**config.mk**
```make
export PLATFORM = sky130hd
export DESIGN_NAME = fetch_unit_flat
export DESIGN_NICKNAME = d
export VERILOG_FILES = /design/src/rtl/fetch_unit_if.sv /design/src/rtl/fetch_unit.sv /design/src/flat_wrapper.sv
export SDC_FILE = /design/constraint.sdc
export NUM_CORES = 1
export LEC_CHECK = 0
export BUFFER_PORTS_ARGS = -buffer_cell sky130_fd_sc_hd__buf_2
export CORE_MARGIN = 10
export CORE_UTILIZATION = 40
export CTS_BUF_LIST = sky130_fd_sc_hd__clkbuf_4 sky130_fd_sc_hd__clkbuf_8
export CTS_CLUSTER_SIZE = 28
export DETAILED_ROUTE_END_ITERATION = 16
export GPL_TIMING_DRIVEN = 1
export PLACE_DENSITY_LB_ADDON = 0.12
export SYNTH_ARGS = -nofsm -noshare
export SYNTH_HDL_FRONTEND = slang
export SYNTH_SLANG_ARGS = --single-unit
```
**constraint.sdc**
```tcl
create_clock -name clk -period 2.76 [get_ports clk]
set_input_delay 0.552 -clock clk [delete_from_list [all_inputs] [get_ports clk]]
set_output_delay 0.552 -clock clk [all_outputs]
set_load 0.05 [all_outputs]
```
**src/rtl/fetch_unit_if.sv**
```systemverilog
// Decode-side bus of the fetch stage: redirect controls, pop data, imem port and IF/ID outputs.
// Master is the fetch unit; slave is decode plus instruction memory.
interface fetch_unit_if #(
  parameter int width    = 16,
  parameter int pc_width = 32
);
  logic                fetch_pc_enable;
  logic [1:0]          pc_sel;
  logic [pc_width-1:0] pc_jmp;
  logic                pop_pc1;
  logic                pop_pc2;
  logic [width-1:0]    mem_data;
  logic [pc_width-1:0] imem_addr;
  logic [width-1:0]    imem_data;
  logic [width-1:0]    instruction;
  logic                instr_valid;
  logic                imm_word;
  logic [pc_width-1:0] pc_out;
  logic                busy;

  modport master (
    input  fetch_pc_enable, pc_sel, pc_jmp, pop_pc1, pop_pc2, mem_data, imem_data,
    output imem_addr, instruction, instr_valid, imm_word, pc_out, busy
  );

  modport slave (
    output fetch_pc_enable, pc_sel, pc_jmp, pop_pc1, pop_pc2, mem_data, imem_data,
    input  imem_addr, instruction, instr_valid, imm_word, pc_out, busy
  );
endinterface

```
**src/rtl/fetch_unit.sv**
```systemverilog
// Instruction fetch: owns PC and IF/ID register, loads reset/interrupt vectors, applies decode redirects.
// Latency 1 edge imem->instruction; fetch_pc_enable=0 stalls PC and IF/ID, redirects always win.
module fetch_unit #(
  parameter int                  width        = 16,
  parameter int                  pc_width     = 32,
  parameter logic [pc_width-1:0] RESET_VEC    = '0,
  parameter logic [pc_width-1:0] INT_VEC      = pc_width'(2),
  parameter logic [31:0]         TWO_WORD_OPS = 32'h0000_7000
) (
  input  logic         clk,
  input  logic         rst,
  fetch_unit_if.master bus
);

  typedef enum logic [2:0] {RST_HI, RST_LO, RUN, VEC_HI, VEC_LO} state_t;

  state_t              state_q, state_d;
  logic [pc_width-1:0] pc_q, pc_d;
  logic [width-1:0]    hi_q, hi_d;
  logic [width-1:0]    pop_hi_q, pop_hi_d;
  logic [width-1:0]    instr_q, instr_d;
  logic                vld_q, vld_d;
  logic                imm_q, imm_d;
  logic                pend_q, pend_d;
  logic [pc_width-1:0] pc_out_q, pc_out_d;
  logic [pc_width-1:0] imem_addr;

  always_ff @(posedge clk or negedge rst) begin
    if (!rst) begin
      state_q  <= RST_HI;
      pc_q     <= '0;
      hi_q     <= '0;
      pop_hi_q <= '0;
      instr_q  <= '0;
      vld_q    <= 1'b0;
      imm_q    <= 1'b0;
      pend_q   <= 1'b0;
      pc_out_q <= '0;
    end else begin
      state_q  <= state_d;
      pc_q     <= pc_d;
      hi_q     <= hi_d;
      pop_hi_q <= pop_hi_d;
      instr_q  <= instr_d;
      vld_q    <= vld_d;
      imm_q    <= imm_d;
      pend_q   <= pend_d;
      pc_out_q <= pc_out_d;
    end
  end

  always_comb begin
    state_d   = state_q;
    pc_d      = pc_q;
    hi_d      = hi_q;
    instr_d   = instr_q;
    vld_d     = vld_q;
    imm_d     = imm_q;
    pend_d    = pend_q;
    pc_out_d  = pc_out_q;
    imem_addr = pc_q;
    // The popped high half can arrive in any state, ahead of the redirect itself.
    pop_hi_d  = bus.pop_pc1 ? bus.mem_data : pop_hi_q;

    case (state_q)
      RST_HI: begin
        imem_addr = RESET_VEC;
        hi_d      = bus.imem_data;
        state_d   = RST_LO;
      end
      RST_LO: begin
        imem_addr = RESET_VEC + pc_width'(1);
        pc_d      = pc_width'({hi_q, bus.imem_data});
        state_d   = RUN;
      end
      RUN: begin
        imem_addr = pc_q;
        if (bus.pc_sel != 2'b00) begin
          instr_d = '0;
          vld_d   = 1'b0;
          imm_d   = 1'b0;
        end
        if (bus.pc_sel == 2'b11) begin
          state_d = VEC_HI;
          pend_d  = 1'b0;
        end else if (bus.pc_sel == 2'b01) begin
          pc_d   = bus.pc_jmp;
          pend_d = 1'b0;
        end else if (bus.pc_sel == 2'b10) begin
          if (bus.pop_pc2) begin
            pc_d   = pc_width'({pop_hi_q, bus.mem_data});
            pend_d = 1'b0;
          end
        end else if (bus.fetch_pc_enable) begin
          pc_d     = pc_q + pc_width'(1);
          instr_d  = bus.imem_data;
          pc_out_d = pc_q;
          vld_d    = 1'b1;
          // An immediate word is never decoded as an opcode, so it cannot arm the flag itself.
          if (pend_q) begin
            imm_d  = 1'b1;
            pend_d = 1'b0;
          end else begin
            imm_d  = 1'b0;
            pend_d = TWO_WORD_OPS[bus.imem_data[width-1 -: 5]];
          end
        end
      end
      VEC_HI: begin
        imem_addr = INT_VEC;
        hi_d      = bus.imem_data;
        instr_d   = '0;
        vld_d     = 1'b0;
        imm_d     = 1'b0;
        state_d   = VEC_LO;
      end
      VEC_LO: begin
        imem_addr = INT_VEC + pc_width'(1);
        pc_d      = pc_width'({hi_q, bus.imem_data});
        instr_d   = '0;
        vld_d     = 1'b0;
        imm_d     = 1'b0;
        state_d   = RUN;
      end
      default: state_d = RST_HI;
    endcase
  end

  assign bus.imem_addr   = imem_addr;
  assign bus.instruction = instr_q;
  assign bus.instr_valid = vld_q;
  assign bus.imm_word    = imm_q;
  assign bus.pc_out      = pc_out_q;
  assign bus.busy        = (state_q != RUN);

endmodule

```
**src/flat_wrapper.sv**
```systemverilog
// flat-port wrapper written by rule: the top's interface ports become plain ports
module fetch_unit_flat 
#(
  parameter int                  width        = 16,
  parameter int                  pc_width     = 32,
  parameter logic [pc_width-1:0] RESET_VEC    = '0,
  parameter logic [pc_width-1:0] INT_VEC      = pc_width'(2),
  parameter logic [31:0]         TWO_WORD_OPS = 32'h0000_7000
)
  (clk, rst, bus_fetch_pc_enable, bus_pc_sel, bus_pc_jmp, bus_pop_pc1, bus_pop_pc2, bus_mem_data, bus_imem_data, bus_imem_addr, bus_instruction, bus_instr_valid, bus_imm_word, bus_pc_out, bus_busy);
  fetch_unit_if #(.width(width), .pc_width(pc_width)) bus_i ();
  input  logic clk;
  input  logic rst;
  input wire logic [$bits(bus_i.fetch_pc_enable)-1:0] bus_fetch_pc_enable;
  input wire logic [$bits(bus_i.pc_sel)-1:0] bus_pc_sel;
  input wire logic [$bits(bus_i.pc_jmp)-1:0] bus_pc_jmp;
  input wire logic [$bits(bus_i.pop_pc1)-1:0] bus_pop_pc1;
  input wire logic [$bits(bus_i.pop_pc2)-1:0] bus_pop_pc2;
  input wire logic [$bits(bus_i.mem_data)-1:0] bus_mem_data;
  input wire logic [$bits(bus_i.imem_data)-1:0] bus_imem_data;
  output wire logic [$bits(bus_i.imem_addr)-1:0] bus_imem_addr;
  output wire logic [$bits(bus_i.instruction)-1:0] bus_instruction;
  output wire logic [$bits(bus_i.instr_valid)-1:0] bus_instr_valid;
  output wire logic [$bits(bus_i.imm_word)-1:0] bus_imm_word;
  output wire logic [$bits(bus_i.pc_out)-1:0] bus_pc_out;
  output wire logic [$bits(bus_i.busy)-1:0] bus_busy;
  assign bus_i.fetch_pc_enable = bus_fetch_pc_enable;
  assign bus_i.pc_sel = bus_pc_sel;
  assign bus_i.pc_jmp = bus_pc_jmp;
  assign bus_i.pop_pc1 = bus_pop_pc1;
  assign bus_i.pop_pc2 = bus_pop_pc2;
  assign bus_i.mem_data = bus_mem_data;
  assign bus_i.imem_data = bus_imem_data;
  assign bus_imem_addr = bus_i.imem_addr;
  assign bus_instruction = bus_i.instruction;
  assign bus_instr_valid = bus_i.instr_valid;
  assign bus_imm_word = bus_i.imm_word;
  assign bus_pc_out = bus_i.pc_out;
  assign bus_busy = bus_i.busy;
  fetch_unit #(.width(width), .pc_width(pc_width), .RESET_VEC(RESET_VEC), .INT_VEC(INT_VEC), .TWO_WORD_OPS(TWO_WORD_OPS)) u_core (.clk(clk), .rst(rst), .bus(bus_i));
endmodule
```
# Word level (Yosys, flattened, before mapping)
# Memory sizes are Yosys's and may differ from the RTL's.
# Index checks and enable logic that the tools add are counted.
# totals
reg_bits	118
wordCells	74
input_bits	71
rom_bits	32
mem_count	1
# memory_table
name	depth	width	read_ports	rd_ports_with_merged_regs	wr	line	rtl
(name not given)	32	1	1	0	0	fetch_unit.sv:105	pend_d = TWO_WORD_OPS[bus.imem_data[width-1 -: 5]];
# op_classes
n_mux	35
eq_ne	13
n_reduce_logical	11
n_lt_le_gt_ge	1
bitwise_logic	3
n_addsub	1
# ops
op	count
2-to-1 mux 32 bit	5
one-hot mux 32 bit (4 select lines)	1
2-to-1 mux 16 bit	5
one-hot mux 32 bit (2 select lines)	1
adder 32 x 1 -> 32 bit (second input constant)	1
one-hot mux 16 bit (2 select lines)	1
2-to-1 mux 1 bit	18
one-hot mux 3 bit (4 select lines)	1
inequality test 4 x 2 -> 1 bit (second input constant)	2
== test 3 x 2 -> 1 bit (second input constant)	2
less-than comparator 5 x 6 -> 1 bit (second input constant)	1
nonzero test 2 bit	3
OR reduction 2 bit	3
AND reduction 5 bit	1
== test 2 bit (second input constant)	2
inequality test 4 x 3 -> 1 bit (second input constant)	1
one-hot mux 1 bit (2 select lines)	2
AND reduction 4 bit	1
nonzero test 4 bit	1
== test 3 x 1 -> 1 bit (second input constant)	1
== test 3 bit (second input constant)	1
logical NOT 3 bit	1
2-to-1 mux 3 bit	1
inequality test 3 x 2 -> 1 bit (second input constant)	1
5 further kinds	7

# Depth between registers and ports, before layout
# Gate-level depths: netlist of the first run.
# depth
depth_word	7
ltp_mapped	10
ltp_nobuf	7

# Least setup slack after synthesis of the first run
# No wires, ideal clock.
# synth_path
path_type	register to output
from	reg u_core.state_q[1]
to	out bus_imem_addr[0]
n_path_buf	2
setup_slack_ns	0.029
path_stages_with_launch	5
required_time_ns	2.208
t_arrival_ns	2.179
cell_sequence	dfrtp_1 clkbuf_1 mux2i_1 clkbuf_1 o21ai_0
# synth_via
elab_chain_cells	2
word_cells_on_any_way	5
cone_classes	3 x eq/ne; 1 x mux; 1 x reduce/logical
# synth_lines
element	line	rtl
start: declaration	fetch_unit.sv:17	state_t state_q, state_d;
start signal: assignment	fetch_unit.sv:40	state_q <= state_d;
== test 3 bit, or another cell as far along	fetch_unit.sv:65	case (state_q)
one-hot mux 32 bit (4 select lines) (*)	fetch_unit.sv:65	
end: declaration	flat_wrapper.sv:21	output wire logic [$bits(bus_i.imem_addr)-1:0] bus_imem_addr;
# Mark *: on every way between the ends. The rest lies on a longest branch, timed or not.

# Worst setup path in the final report of the first run
# layout_path
from	reg u_core.state_q[0]
to	out bus_imem_addr[0]
# Same word-level chain as after synthesis.

==> out/results.tsv, run 1 <==
metric	value	unit
status	completed	
register area	2950	µm²
post-CTS setup buffers	0	
Worst-Margin Slew	0.773	ns
Antenna Cells	0	
CP endpoint kind	primary output	
die width	146	µm
Worst EP arrival	2.13	ns
Non-Filler Instances	1058	
Int Power	0.00534	W
most common cell after layout, fill and taps aside	buf_2	
min Tclk post-route	2.68	ns
Layout fillers	1456	
critical path required time	2.21	ns
switch share	52.0	%
clk_skew	0.0100	ns
Top FF cell, synth	dfrtp_1	
antenna viol nets, final	0	
largest net degree at the start of global routing	52	
Comb power frac	55.8	%
total track usage	22.4	%
Yosys top cell area share	46.7	%
initial antenna violation count	0	
syn avg cell area	9.35	µm²
syn nets	753	
root buffer cell	clkbuf_8	
post-cts hold buffer count	0	
Area Overhead vs Synth	25.1	%
Achievable Freq	0.373	GHz
Final Cycle Share	97.0	%
Die Span Y	146	µm
Final setup viols	0	
number of cell rows	45	
H-Tree Depth	4	
remaining routing DRC violations	0	
TritonCTS Buffers	17	
Inst Count DP	1026	
routed len/inst	22.9	µm
grt ovf	0	
CTS tree	yes	
Gate Count Post-Synth	676	
Starting Density	41.1	%
setup TNS	0	ns
switching power	0.00579	W
port buffer count	153	
DR vias	6106	
first-pass GRT wire length	37.3	mm
hold_ws	0.128	ns
Synth area leader	dfrtp_1	
full die area	21200	µm²
# resized after CTS	0	
area of the multi-input gates	3100	µm²
Yosys reg bits	118	
vias in the first global route	6218	
Seq/Total Area, Yosys	46.7	%
Hold/Removal Path Class	input port to asynchronous set/reset pin	
DR pass1 iterations	7	
Sink Count	118	
crit start category	flip-flop	
peak supply drop	727	µV
asr flop ratio synth	100	%
Post-Route WL	24.2	mm
layout cells sized above 1	32.7	%
Worst-path clk slew	0.08	ns
top cells by area, synth	dfrtp_1 47%, nand2_1 7.1%, mux2_2 5.7%	
commonest cells after routing, fill and taps aside	152 x buf_2, 120 x nand2_1, 118 x dfrtp_1	
MaxCap Viol Count	0	
fin nets	911	
Vias/cell	5.77	
synthesized cell area	6320	µm²
routability cong.	0.890	
Final Max Slew Viols	0	
Setup CP Type	flip-flop to primary output	
clock power share	15.3	%
Power Dens Cells	1410	nW/µm²
sequential group share of total power	29.0	%
Worst-Skew Late Latency	0.46	ns
post-synth cell types	64	
IO Pins	154	
DRT iter0 DRCs	639	
dpl hpwl	18.2	mm
number of enable flip-flop cells after synthesis	0	
Max-slew headroom	48.0	%
CTS max path bufs	2	
LEAKAGE	3.74	nW
RSZ-0062 raised after global routing	no	
Synthesis Warnings	0	
CP Max Fanout	8	
Final Hold Fails	0	
core area	15400	µm²
==> cell type report <==
type                            instances  share of cell area (%)
Multi-Input combinational cell        487                    39.1
Sequential cell                       118                    37.3
Timing Repair Buffer                  197                    14.4
Tap cell                              211                    3.34
Clock buffer                           20                    3.32
Clock inverter                         12                    1.93
Inverter                               13                   0.617
==> flip-flops by register name (all words and copies together) (netlist names) <==
name / count
u_core.bus.pc_out: 32
u_core.pend_q: 1
u_core.bus.imm_word: 1
u_core.pc_q: 32
u_core.bus.instr_valid: 1
u_core.bus.instruction: 16
u_core.state_q: 3
u_core.pop_hi_q: 16
u_core.hi_q: 16
==> worst paths after layout <==
path / start / to / slack, ns / cells past startpoint
worst max-delay path: u_core.state_q[0] / bus_imem_addr[0] / 0.08 / 4
worst min-delay path: rst / u_core.bus.pc_out[8] / 0.13 / 1
worst max register to register: u_core.state_q[0] / u_core.pc_q[9] / 0.31 / 5
worst min register to register: u_core.bus.pc_out[26] / u_core.bus.pc_out[26] / 0.47 / 2
max in group asynchronous: rst / u_core.hi_q[2] / 1.96 / 2
min in group clk: bus_mem_data[13] / u_core.pop_hi_q[13] / 0.35 / 2
==> synthesized netlist by cell type, drive strengths merged (6+ instances only) <==
master	number
nand2	121
dfrtp	118
clkbuf	48
nor2	42
mux2	32
nor2b	29
o21ai	29
a21oi	25
nand3	20
a22o	18
a221oi	13
inv	13
a221o	11
nand4	11
buf	10
a211oi	9
xor2	8
nor3	7
nor4	7
o211ai	7
o31ai	7
a31oi	6
and3	6
ha	6
mux2i	6
o22ai	6
==> critical path, stage by stage, from the launching register on <==
cell and delay, ns:
dfrtp_1 0.57, xnor2_1 0.21, or2_2 0.42, o21ai_0 0.14
buf_2 0.31
==> metal layers <==
layer / global-route usage (%) / part of all wire [%]
met2: 33.7 / 45
met1: 30.2 / 44
met3: 7.42 / 9.6
met5: 0 / 0
met4: 5.97 / 1.4
==> power groups by stage <==
stage	Sequential, W	Combinational [W]	Clock, W
floorplan	0.00390	0.00354	0
global placement	0.00320	0.00612	0
detailed placement	0.00322	0.00619	0
CTS	0.00320	0.00620	0.00173
global route	0.00332	0.00664	0.00180
finish	0.00322	0.00621	0.00170
==> cells by family (layout without fill, tap and decap cells) <==
family	after synthesis	count (layout)	share of synthesized area [%]
simple gates	269	269	20.5
compound gates	162	162	18.6
flops	118	118	46.7
buf+inv	71	242	4.71
mux	38	38	6.65
xor+xnor	12	12	1.66
fa+ha+maj	6	6	1.19
==> per-stage QoR <==
| step | setup WS [ns] | power, W | area (µm²) | util, % |
|---|---|---|---|---|
| finish | 0.0825 | 0.0111 | 7910 | 51.5 |
| global route | 0.0216 | 0.0118 | 7910 | 51.5 |
| CTS | 0.0994 | 0.0111 | 7910 | 51.5 |
| detailed placement | 0.253 | 0.00941 | 7500 | 48.8 |
| global placement | 0.279 | 0.00932 | 7500 | 48.8 |
| floorplan | 0.0294 | 0.00744 | 6320 | - |
Note: power is estimated with default switching activity, not from simulation.
==> inputs of run 2 (changes only) <==
Settings changed: CORE_ASPECT_RATIO set to 0.6.
==> out/results.tsv, run 2 (synthesis results as in run 1) <==
metric	value	unit	change
root buffer cell	clkbuf_8		
Area Overhead vs Synth	24.8	%	
LEAKAGE	3.74	nW	-0.19%
Final Hold Fails	0		unchanged
routed len/inst	23.0	µm	+0.54%
Worst-Margin Slew	0.777	ns	+0.00399 ns
crit path from	u_core.state_q[2]		
r2r setup slk	0.24	ns	-0.07 ns
total track usage	21.9	%	-0.50 points
TritonCTS Buffers	17		unchanged
full die area	21400	µm²	+0.78%
Max-slew headroom	48.2	%	+0.21 points
Worst Setup EP	bus_imem_addr[0]		
Post-Route WL	24.0	mm	-0.89%
# resized after CTS	0		unchanged
Die Span Y	117	µm	-19%
first-pass GRT wire length	37.2	mm	-0.46%
crit start category	flip-flop		
Vias/cell	5.92		+2.5%
Layout fillers	1493		+2.5%
Post-Layout Inst Area	7890	µm²	-0.25%
RSZ-0062 raised after global routing	no		
vias in the first global route	6185		-0.53%
Hold/Removal Path Class	input port to asynchronous set/reset pin		
register area	2950	µm²	unchanged
CP endpoint kind	primary output		
Worst-Skew Late Latency	0.44	ns	-0.02 ns
H-Tree Depth	4		unchanged
Worst-path clk slew	0.08	ns	about the same
Setup CP Type	flip-flop to primary output		
status	completed		
post-cts hold buffer count	0		unchanged
placed cell area	7420	µm²	-1.1%
Reg2Reg Depth	5		unchanged
CTS tree	yes		
DR vias	6170		+1.0%
DRT iter0 DRCs	636		-0.47%
Achievable Freq	0.387	GHz	+3.6%
antenna viol nets, final	0		unchanged
most common cell after layout, fill and taps aside	buf_2		
routability cong.	0.898		+0.84%
commonest cells after routing, fill and taps aside	152 x buf_2, 120 x nand2_1, 118 x dfrtp_1		
CP Max Fanout	9		+1
critical path required time	2.21	ns	about the same
dpl hpwl	17.8	mm	-2.4%
peak supply drop	678	µV	-6.8%
Antenna Cells	0		unchanged
Sink Count	118		unchanged
DR pass1 iterations	6		-1
pre-CTS worst setup slack	0.153	ns	-0.0998 ns
grt ovf	0		unchanged
Worst EP arrival	2.03	ns	-0.10 ns
Final setup viols	0		unchanged
slack of the critical path	0.176	ns	+0.0934 ns
die width	182	µm	+25%
fin nets	904		-0.77%
Final Cycle Share	93.6	%	-3.4 points
reg-to-reg critical path startpoint	u_core.state_q[2]		
Power Dens Cells	1420	nW/µm²	+1.0%
port buffer count	153		unchanged
core area	15400	µm²	+0.28%
largest net degree at the start of global routing	119		+130%
setup TNS	0	ns	unchanged
FF-to-FF End	u_core.pc_q[12]		
clk_skew	0.0210	ns	+0.0111 ns
area of the multi-input gates	3100	µm²	unchanged
Starting Density	41.0	%	-0.12 points
Final Max Slew Viols	0		unchanged
IO Pins	154		unchanged
remaining routing DRC violations	0		unchanged
number of cell rows	35		-22%
layout cells sized above 1	32.1	%	-0.56 points
MaxCap Viol Count	0		unchanged
min Tclk post-route	2.58	ns	-0.0934 ns
CTS max path bufs	2		unchanged
initial antenna violation count	0		unchanged
==> run 2: power by group <==
group	switching [W]	total, W	internal, W
sequential	0.000770	0.00322	0.00245
clock	0.000785	0.00183	0.00104
combinational	0.00419	0.00617	0.00198
==> run 2: routing by layer <==
metal  up-vias  wire length [µm]  GRT usage, %
li1       2749                 -             -
met1      3095             11200          31.9
met3        25              2370          6.45
met2       301             10100          30.7
met5         -                 0             0
met4         0               296          5.72
==> run 2: stage by stage <==
stage / util (%) / cells / power, W / hold WS (ns)
4_1_cts: 51.0 / 1039 / 0.0112 / 0.231
3_5_place_dp: 48.1 / 1007 / 0.00933 / 0.457
2_1_floorplan: - / 676 / 0.00744 / 0.256
5_1_grt: 51.2 / 1043 / 0.0119 / 0.262
3_3_place_gp: 48.1 / 1007 / 0.00922 / 0.454
6_report: 51.2 / 1043 / 0.0112 / 0.203
==> run 2: area by class of cell <==
class                      count  share of cell area [%]
timing repair buffer         190                    13.9
clock buffer                  20                    3.41
inverter                      13                   0.618
sequential                   118                    37.4
multi-input combinational    487                    39.2
clock inverter                12                    2.24
tap                          203                    3.22
==> run 2: worst min-delay path by stage <==
stage,to,slack [ns],cells after the start
6_report,u_core.bus.instruction[12],0.20,2
5_1_grt,u_core.bus.instruction[12],0.26,2
4_1_cts,u_core.bus.instruction[12],0.23,2
3_5_place_dp,u_core.bus.pc_out[28],0.46,2
3_3_place_gp,u_core.bus.pc_out[7],0.45,2
2_1_floorplan,u_core.bus.imm_word,0.26,0
==> run 2: what timing repair did <==
action,in CTS,in global routing
setup endpoints to repair,0,16
setup buffers,0,4
endpoints found under the hold margin,0,0
==> run 2: worst max-delay path, cell delays in order, from the launching register on <==
cell and delay [ns]:
dfrtp_1 0.56, xnor2_1 0.22, or2_2 0.37, o21ai_0 0.13, buf_2 0.32
==> inputs of run 3 (changes only) <==
Settings changed: GPL_TIMING_DRIVEN 1 to 0.
==> out/results.tsv, run 3 (synthesis results as in run 1) <==
metric	value	unit	change
crit start category	flip-flop		
Starting Density	41.0	%	unchanged
critical path required time	2.21	ns	about the same
CP Max Fanout	10		+1
Worst-Margin Slew	0.922	ns	+0.145 ns
status	completed		
DRT iter0 DRCs	696		+9.4%
most common cell after layout, fill and taps aside	buf_2		
r2r setup slk	0.10	ns	-0.14 ns
Final Max Slew Viols	0		unchanged
peak supply drop	648	µV	-4.4%
fin nets	929		+2.8%
number of cell rows	35		unchanged
largest net degree at the start of global routing	61		-49%
MaxCap Viol Count	0		unchanged
Tot Pwr	0.0114	W	+1.6%
min Tclk post-route	2.72	ns	+0.140 ns
IO Pins	154		unchanged
Final Hold Fails	0		unchanged
antenna viol nets, final	0		unchanged
clk_skew	0.0174	ns	-0.00366 ns
CTS tree	yes		
LEAKAGE	3.69	nW	-1.3%
Layout fillers	1477		-1.1%
Worst-Skew Late Latency	0.47	ns	+0.03 ns
layout cells sized above 1	30.0	%	-2.2 points
reg-to-reg critical path startpoint	u_core.pc_q[4]		
CP endpoint kind	primary output		
vias in the first global route	6505		+5.2%
Area Overhead vs Synth	25.3	%	
Final setup viols	0		unchanged
Vias/cell	5.98		+1.0%
post-cts hold buffer count	0		unchanged
Worst EP arrival	2.17	ns	+0.14 ns
die width	182	µm	unchanged
total track usage	24.2	%	+2.2 points
RSZ-0062 raised after global routing	yes		
DR pass1 iterations	8		+2
dpl hpwl	20.1	mm	+13%
TritonCTS Buffers	17		unchanged
H-Tree Depth	4		unchanged
grt ovf	0		unchanged
Antenna Cells	0		unchanged
routability cong.	0.909		+1.3%
Post-Route WL	26.5	mm	+10%
Max-slew headroom	38.0	%	-10 points
FF-to-FF End	u_core.pc_q[25]		
Setup CP Type	flip-flop to primary output		
full die area	21400	µm²	unchanged
DR vias	6376		+3.3%
Final Cycle Share	98.7	%	+5.1 points
routed len/inst	24.8	µm	+7.9%
Hold/Removal Path Class	input port to asynchronous set/reset pin		
Achievable Freq	0.367	GHz	-5.1%
Reg2Reg Depth	7		+2
setup TNS	0	ns	unchanged
Sink Count	118		unchanged
Power Dens Cells	1440	nW/µm²	+1.2%
initial antenna violation count	0		unchanged
commonest cells after routing, fill and taps aside	152 x buf_2, 120 x nand2_1, 117 x dfrtp_1		
CTS max path bufs	2		unchanged
port buffer count	152		-0.65%
root buffer cell	clkbuf_8		
remaining routing DRC violations	0		unchanged
first-pass GRT wire length	40.1	mm	+7.9%
Worst-path clk slew	0.08	ns	about the same
Die Span Y	117	µm	unchanged
core area	15400	µm²	unchanged
run 3: cell types whose count changed in the layout (fill, tap and decap cells not counted), moves of 4 or more:
cell,before,now
buf_6,0,4
clkbuf_2,0,5
clkbuf_1,0,38
buf_4,34,10
buf_12,4,0
run 3: worst max-delay path by stage:
stage / startpoint / to / slack [ns] / depth (start not counted)
after floorplan: u_core.state_q[1] / bus_imem_addr[0] / 0.03 / 4
after global placement: u_core.state_q[2] / bus_imem_addr[0] / -0.59 / 7
after detailed placement: u_core.state_q[2] / bus_imem_addr[0] / -0.63 / 7
after CTS: u_core.state_q[2] / bus_imem_addr[0] / -0.02 / 6
after global routing: u_core.pc_q[3] / u_core.pc_q[25] / -0.07 / 7
final: u_core.state_q[2] / bus_imem_addr[0] / 0.04 / 6
run 3: critical path, stage by stage (launching register included):
cell and delay, ns:
dfrtp_1 0.35, buf_2 0.21, xnor2_4 0.22, or2_4 0.29, clkbuf_4 0.22, o21ai_1 0.17, buf_4 0.24
run 3: metal layers:
layer  track usage [%]  wire length [µm]  vias up
li1                  -                 -     2795
met2              33.3             10900      355
met4              7.29               479        0
met5                 0                 0        -
met3              7.43              2740       35
met1              35.0             12300     3191
run 3: stage by stage:
stage          util, %  instance area, µm²  instances  setup WS [ns]  hold slack [ns]
2_1_floorplan        -                6320        676         0.0294            0.256
3_3_place_gp      47.6                7340       1031         -0.592            0.454
3_5_place_dp      47.8                7370       1032         -0.627            0.458
4_1_cts           51.0                7860       1062        -0.0158           0.0873
5_1_grt           51.4                7920       1067        -0.0741           0.0978
6_report          51.4                7920       1067         0.0361           0.0637
run 3: final cells by class:
class | instances | area [µm²] | share of cell area, %
Buffer | 56 | 267 | 3.36
Clock buffer | 18 | 241 | 3.05
Clock inverter | 13 | 181 | 2.29
Inverter | 13 | 48.8 | 0.616
Multi-Input combinational cell | 487 | 3130 | 39.5
Sequential cell | 118 | 2950 | 37.3
Tap cell | 203 | 254 | 3.21
Timing Repair Buffer | 159 | 850 | 10.7
run 3: power breakdown:
| group | leakage (nW) | internal, W | switching, W | total [W] |
|---|---|---|---|---|
| registers | 1.46 | 0.00245 | 0.000571 | 0.00302 |
| clock network | 0.200 | 0.000984 | 0.000800 | 0.00178 |
| logic | 2.03 | 0.00199 | 0.00460 | 0.00659 |
run 3: timing repair:
item / in CTS / in global routing
pin swaps: 1 / 2
gates resized for setup: 18 / 13
endpoints found under the setup margin: 54 / 52
buffers inserted: 1 / 5
gates cloned: 0 / 0
